==> src/rtl/nn_ctrl_pkg.sv <==
// Shared definitions for the neuron-layer sequencing logic: controller states and
// a counter-width helper.
package nn_ctrl_pkg;

    typedef enum logic [1:0] {
        ST_IDLE  = 2'd0,
        ST_FEED  = 2'd1,
        ST_WAIT  = 2'd2,
        ST_DRAIN = 2'd3
    } ctrl_state_e;

    // Bits needed to hold values 0..n-1, never less than one bit.
    function automatic int unsigned cnt_width(input int unsigned n);
        return (n <= 1) ? 1 : $clog2(n);
    endfunction

endpackage

==> src/rtl/layer_out_buffer.sv <==
// Per-neuron activation capture buffer with a capture mask. Each entry is taken
// from the first outvalid pulse seen while capturing; later pulses are flagged.
module layer_out_buffer #(
    parameter int unsigned numNeurons = 30,
    parameter int unsigned dataWidth  = 16,
    parameter int unsigned IdxW       = 5
) (
    input  logic                            clk,
    input  logic                            clear,
    input  logic                            capture,
    input  logic                            fill,
    input  logic [numNeurons-1:0]           cap_valid,
    input  logic [numNeurons*dataWidth-1:0] cap_data,
    input  logic [IdxW-1:0]                 rd_idx,
    output logic                            all_captured,
    output logic                            dup_error,
    output logic [dataWidth-1:0]            rd_data
);

    logic [numNeurons-1:0] mask_q, mask_d;
    logic [numNeurons-1:0] take;
    logic [dataWidth-1:0]  mem_q [numNeurons];
    logic [dataWidth-1:0]  mem_d [numNeurons];

    always_comb begin
        take   = capture ? (cap_valid & ~mask_q) : '0;
        mask_d = mask_q;
        for (int k = 0; k < numNeurons; k++) begin
            mem_d[k] = mem_q[k];
            if (take[k]) begin
                mem_d[k]  = cap_data[k*dataWidth +: dataWidth];
                mask_d[k] = 1'b1;
            end else if (fill && !mask_q[k]) begin
                // Timed-out neurons read back as zero.
                mem_d[k]  = '0;
                mask_d[k] = 1'b1;
            end
        end
        if (clear) begin
            mask_d = '0;
        end
    end

    always_ff @(posedge clk) begin
        mask_q <= mask_d;
        mem_q  <= mem_d;
    end

    assign all_captured = &(mask_q | take);
    assign dup_error    = capture && |(cap_valid & mask_q);
    assign rd_data      = mem_q[rd_idx];

endmodule

==> src/rtl/layer_controller.sv <==
// Sequences one fully-connected layer: broadcasts the input vector to all neurons,
// collects every neuron's activation, then streams them out in neuron order.
module layer_controller
    import nn_ctrl_pkg::*;
#(
    parameter int unsigned numInputs     = 784,
    parameter int unsigned numNeurons    = 30,
    parameter int unsigned dataWidth     = 16,
    parameter int unsigned timeoutCycles = 1024
) (
    input  logic                            clk,
    input  logic                            rst,
    input  logic [dataWidth-1:0]            in_data,
    input  logic                            in_valid,
    output logic                            in_ready,
    output logic [dataWidth-1:0]            n_input,
    output logic                            n_input_valid,
    input  logic [numNeurons*dataWidth-1:0] n_out,
    input  logic [numNeurons-1:0]           n_outvalid,
    output logic [dataWidth-1:0]            out_data,
    output logic                            out_valid,
    input  logic                            out_ready,
    output logic                            out_last,
    output logic                            busy,
    output logic                            layer_done,
    output logic                            err
);

    localparam int unsigned InW   = cnt_width(numInputs + 1);
    localparam int unsigned IdxW  = cnt_width(numNeurons);
    localparam int unsigned WaitW = cnt_width(timeoutCycles + 1);

    localparam logic [InW-1:0]   InLast   = InW'(numInputs - 1);
    localparam logic [IdxW-1:0]  IdxLast  = IdxW'(numNeurons - 1);
    localparam logic [WaitW-1:0] WaitLast = WaitW'(timeoutCycles - 1);

    ctrl_state_e          state_q, state_d;
    logic [InW-1:0]       in_cnt_q, in_cnt_d;
    logic [IdxW-1:0]      idx_q, idx_d;
    logic [WaitW-1:0]     wait_cnt_q, wait_cnt_d;
    logic [dataWidth-1:0] n_input_q, n_input_d;
    logic                 n_input_valid_q, n_input_valid_d;
    logic                 layer_done_q, layer_done_d;
    logic                 err_q, err_d;

    logic                 fill, clear;
    logic                 all_captured, dup_error;
    logic [dataWidth-1:0] rd_data;

    always_comb begin
        state_d         = state_q;
        in_cnt_d        = in_cnt_q;
        idx_d           = idx_q;
        wait_cnt_d      = wait_cnt_q;
        n_input_d       = n_input_q;
        n_input_valid_d = 1'b0;
        layer_done_d    = 1'b0;
        err_d           = err_q;
        fill            = 1'b0;
        clear           = 1'b0;
        unique case (state_q)
            ST_IDLE: begin
                if (|n_outvalid) err_d = 1'b1;
                // The pending element is left on the bus and taken in FEED.
                if (in_valid) state_d = ST_FEED;
            end
            ST_FEED: begin
                if (|n_outvalid) err_d = 1'b1;
                if (in_valid) begin
                    n_input_d       = in_data;
                    n_input_valid_d = 1'b1;
                    if (in_cnt_q == InLast) begin
                        in_cnt_d   = '0;
                        wait_cnt_d = '0;
                        state_d    = ST_WAIT;
                    end else begin
                        in_cnt_d = in_cnt_q + 1'b1;
                    end
                end
            end
            ST_WAIT: begin
                if (dup_error) err_d = 1'b1;
                wait_cnt_d = wait_cnt_q + 1'b1;
                if (all_captured) begin
                    wait_cnt_d = '0;
                    state_d    = ST_DRAIN;
                end else if (wait_cnt_q == WaitLast) begin
                    fill       = 1'b1;
                    err_d      = 1'b1;
                    wait_cnt_d = '0;
                    state_d    = ST_DRAIN;
                end
            end
            ST_DRAIN: begin
                if (|n_outvalid) err_d = 1'b1;
                if (out_ready) begin
                    if (idx_q == IdxLast) begin
                        idx_d        = '0;
                        layer_done_d = 1'b1;
                        clear        = 1'b1;
                        state_d      = ST_IDLE;
                    end else begin
                        idx_d = idx_q + 1'b1;
                    end
                end
            end
            default: state_d = ST_IDLE;
        endcase
    end

    always_ff @(posedge clk) begin
        if (rst) begin
            state_q         <= ST_IDLE;
            in_cnt_q        <= '0;
            idx_q           <= '0;
            wait_cnt_q      <= '0;
            n_input_q       <= '0;
            n_input_valid_q <= 1'b0;
            layer_done_q    <= 1'b0;
            err_q           <= 1'b0;
        end else begin
            state_q         <= state_d;
            in_cnt_q        <= in_cnt_d;
            idx_q           <= idx_d;
            wait_cnt_q      <= wait_cnt_d;
            n_input_q       <= n_input_d;
            n_input_valid_q <= n_input_valid_d;
            layer_done_q    <= layer_done_d;
            err_q           <= err_d;
        end
    end

    layer_out_buffer #(
        .numNeurons (numNeurons),
        .dataWidth  (dataWidth),
        .IdxW       (IdxW)
    ) u_buf (
        .clk          (clk),
        .clear        (clear | rst),
        .capture      (state_q == ST_WAIT),
        .fill         (fill),
        .cap_valid    (n_outvalid),
        .cap_data     (n_out),
        .rd_idx       (idx_q),
        .all_captured (all_captured),
        .dup_error    (dup_error),
        .rd_data      (rd_data)
    );

    assign in_ready      = (state_q == ST_FEED);
    assign busy          = (state_q != ST_IDLE);
    assign out_valid     = (state_q == ST_DRAIN);
    assign out_data      = out_valid ? rd_data : '0;
    assign out_last      = out_valid && (idx_q == IdxLast);
    assign n_input       = n_input_q;
    assign n_input_valid = n_input_valid_q;
    assign layer_done    = layer_done_q;
    assign err           = err_q;

endmodule

==> config.mk <==
export PLATFORM = sky130hd
export DESIGN_NAME = layer_controller
export DESIGN_NICKNAME = d
export VERILOG_FILES = /design/src/rtl/nn_ctrl_pkg.sv /design/src/rtl/layer_out_buffer.sv /design/src/rtl/layer_controller.sv
export SDC_FILE = /design/constraint.sdc
export NUM_CORES = 1
export LEC_CHECK = 0
export CAP_MARGIN = 10
export CORE_ASPECT_RATIO = 1.1
export CORE_MARGIN = 4
export CORE_UTILIZATION = 29
export DETAILED_ROUTE_END_ITERATION = 8
export GPL_TIMING_DRIVEN = 0
export HOLD_SLACK_MARGIN = 0.06
export PLACE_DENSITY_LB_ADDON = 0.12
export SYNTH_ARGS = -nofsm -noshare
export SYNTH_HDL_FRONTEND = slang
export SYNTH_SLANG_ARGS = --single-unit
==> constraint.sdc <==
create_clock -name clk -period 5.3 [get_ports clk]
set_input_delay 1.59 -clock clk [delete_from_list [all_inputs] [get_ports clk]]
set_output_delay 1.59 -clock clk [all_outputs]
set_load 0.1 [all_outputs]
==> impl_metrics.yaml <==
outcome:
  outcome: "finished clean"
drt:
  wl_um: 105000
  route.detailed.drc: 0
  via_per_inst: 4.88
  detail_route.wl_per_cell_um: 27.8
  drt-initial-drc-count: 1489
  ant_nets: 0
  vias: 18400
  drtPass1Iterations: 6
grt:
  antenna_found_initial: 18
  grt_overflow_total: 0
  grt_pass1_vias: 20000
  grt_first_pass_wirelength_um: 146000
  grt_max_degree: 17
  grt_use_total_pct: 21.9
synthesis:
  async_flop_share_pct: 0
  ys_seq_area_share_pct: 62.4
  ys_ff_latch: 557
  ys_warn_count: 0
  synth_ff_type: "edfxtp_1"
  syn-num-nets: 2423
  synth.avg_cell_area_sq_um: 13.6
  synthesis.area_sq_mm: 0.0256
  synthCells: 1884
  synth_edf_count: 480
  ys_types: 55
sta:
  max_freq_mhz: 192
  min_period_ns: 5.20
  rsz0062_at_grt: "yes"
  fin_worst_skew_ns: 0.0208
  finalMaxSlewViolations: 0
  setup_viol: 0
  tightest_slew_ns: 1.18
  hold_viol_final: 0
  relSlewSlack_pct: 20.8
  fin_crit_sh_pct: 98.1
  worst_slack_ns: 0.103
placement:
  routabilityCongestion: 0.881
  portBuffers: 568
  place_ws_ns: -0.761
  place_area_sq_mm: 0.0333
  dp_hpwl_um: 84300
setup_path:
  path_max_fanout: 10
  rrSetupSlack_ns: 1.77
  path_class: "flop to output pin"
  crit_arrival_ns: 3.61
  startpoint: "idx_q[2]"
  reg2reg_depth: 9
  worstSetupEndpointType: "output pin"
  worstPathRequired_ns: 3.71
  cp-start-kind: "flop"
  r2r_end: "u_buf.mem_q[262]"
  r2r-start: "state_q[0]"
cells_and_area:
  final_design_area_no_fill_sq_mm: 0.0355
  area_delta_synth_final_pct: 38.8
  drive_above_1_share_pct: 12.8
  nets: 3090
clocking:
  cts-root-buf: "clkbuf_16"
  hold_buffers: 0
  cts_tree: "done"
  clk_pin_slew_ns: 0.06
  clock_path_buffers: 3
  cts.sinks: 557
  cts_setup_buffers: 0
  cts_buffers: 66
  clock_latency_ns: 0.60
  cts_max_level: 3
flow_run:
  drv_cap: 0
floorplanning:
  rows: 113
  start_util_pct: 29.4
  die_height_um: 319
  io_pins: 569
  die_area_sq_mm: 0.0930
  core-area_sq_mm: 0.0870
  die_w_um: 291
worst_hold_path:
  holdPathStages: 2
  hold_path_startpoint: "n_input[9]"
  whs_endpoint: "n_input[9]"
  hp-class: "flop to flop"
power:
  ir_drop_mv: 0.184
  p_total_w: 0.0137
  p_leak_nw: 11.4
  power_density_mw_per_mm2: 387
## where the power goes
group / leakage (nW) / switching, W / internal, W
Combinational: 5.77 / 0.00202 / 0.00125
Clock: 1.04 / 0.00187 / 0.00267
Sequential: 4.58 / 0.000250 / 0.00567
Total: 11.4 / 0.00414 / 0.00960
## synth_stat cells (2+ instances only)
master,count,area share (%)
and2_1,485,12
edfxtp_1,480,56
a21oi_1,119,2.3
mux4_2,104,9.2
nor2_1,96,1.4
nand2_1,87,1.3
dfxtp_1,77,6.0
mux2i_1,70,2.7
o21ai_0,59,1.2
clkbuf_1,58,0.85
buf_2,25,0.49
nor4_1,23,0.56
nor2b_1,15,0.37
nand3_1,14,0.27
a211oi_1,13,0.38
o22ai_1,12,0.29
o311a_1,12,0.47
buf_4,11,0.32
nor3_1,11,0.22
buf_1,10,0.15
ha_1,9,0.44
inv_1,9,0.13
nand4_1,9,0.22
o211ai_1,8,0.23
xor2_1,6,0.21
a221oi_1,5,0.17
xnor2_1,5,0.17
a22o_1,4,0.14
a22oi_1,4,0.12
nand2b_1,4,0.098
o211a_1,4,0.16
o22a_1,4,0.14
a31oi_1,3,0.073
buf_6,3,0.13
and3_1,2,0.049
and4_1,2,0.069
and4b_1,2,0.078
nor3b_1,2,0.059
o2bb2ai_1,2,0.069
## sequential cells by signal, summed over array words and instances, names as in the netlist
register and flops:
state_q 2, layer_done 1, n_input 16, wait_cnt_q 11
n_input_valid 1, err 1, u_buf.mask_q 30, in_cnt_q 10
idx_q 5, u_buf.mem_q 480
## metal layers
metal | vias up | global-route usage (%) | wire [um]
met5 | - | 0 | 76
met4 | 12 | 6.77 | 3020
met3 | 143 | 3.95 | 6010
met2 | 673 | 40.1 | 54700
met1 | 9231 | 26.2 | 40700
li1 | 8311 | - | -
## area by class of cell
type	instances	area, sq um
fillers	8228	51500
flip-flops and latches	557	16000
clock inverters	35	360
plain buffers	107	538
clock buffers	84	1770
diodes	11	27.5
repair buffers	599	6100
multi-input cells	1211	9260
inverters	9	33.8
well taps	1150	1440
## what timing repair did
| action | in CTS | in global routing |
|---|---|---|
| gates resized for setup | 96 | 5 |
| setup endpoints to repair | 16 | 8 |
| pin swaps | 0 | 2 |
| endpoints found under the hold margin | 0 | 0 |
## how the worst max path moves through the flow
stage               slack [ns]           end
finish                    0.10  out_data[13]
global route            -0.002   out_data[8]
CTS                       0.01  out_data[10]
detailed placement       -0.76   out_data[8]
global placement         -0.81  out_data[10]
floorplan                 1.02  out_data[10]
## worst max-delay path, stage by stage, from the launching register on
cell and delay [ns]:
dfxtp_1 0.35, buf_2 0.32, nand3_1 0.47, clkbuf_1 0.40
o22ai_1 0.42, a211oi_2 0.14, o21ai_0 0.20, o311a_1 0.22
buf_2 0.46
## placed cells by master, fill, tap and decap left out, types with 11 or more instances in the layout
master and count:
diode_2 11, nor3_1 11, clkdlybuf4s50_1 552, a21oi_1 89, o22ai_1 12, o311a_1 12
buf_6 13, mux4_2 104, nor2b_1 15, nand3_1 14, clkbuf_1 72, buf_2 33
nand2_1 87, dfxtp_1 77, clkbuf_16 68, and2_1 485, o21ai_0 59, edfxtp_1 480
nor2_1 96, a21oi_2 30, nor4_1 23, mux2i_1 63, clkinv_1 11, buf_8 24
## metrics by stage
| stage | hold WS [ns] | setup TNS (ns) | util [%] | std cells |
|---|---|---|---|---|
| floorplan | 0.449 | 0 | - | 1884 |
| global placement | 0.446 | -28.12 | 37.6 | 3602 |
| detailed placement | 0.446 | -7.26 | 38.3 | 3633 |
| CTS | 0.454 | 0 | 40.8 | 3752 |
| global route | 0.474 | -0.00249 | 40.8 | 3757 |
| finish | 0.454 | 0 | 40.8 | 3763 |
## cells by family (layout without fill, tap and decap cells)
| family | count (synthesis) | in the layout | share of synthesized area, % |
|---|---|---|---|
| AND/OR/NAND/NOR | 761 | 761 | 16.8 |
| flip-flops | 557 | 557 | 62.4 |
| AO/OA/AOI/OAI | 256 | 256 | 5.98 |
| multiplexers | 174 | 174 | 11.9 |
| buffers and inverters | 116 | 834 | 2.08 |
| XOR/XNOR | 11 | 11 | 0.377 |
| adder cells (fa/ha/maj) | 9 | 9 | 0.440 |
| other | 0 | 11 | 0 |
No activity file was read; power rests on OpenSTA's default activity.
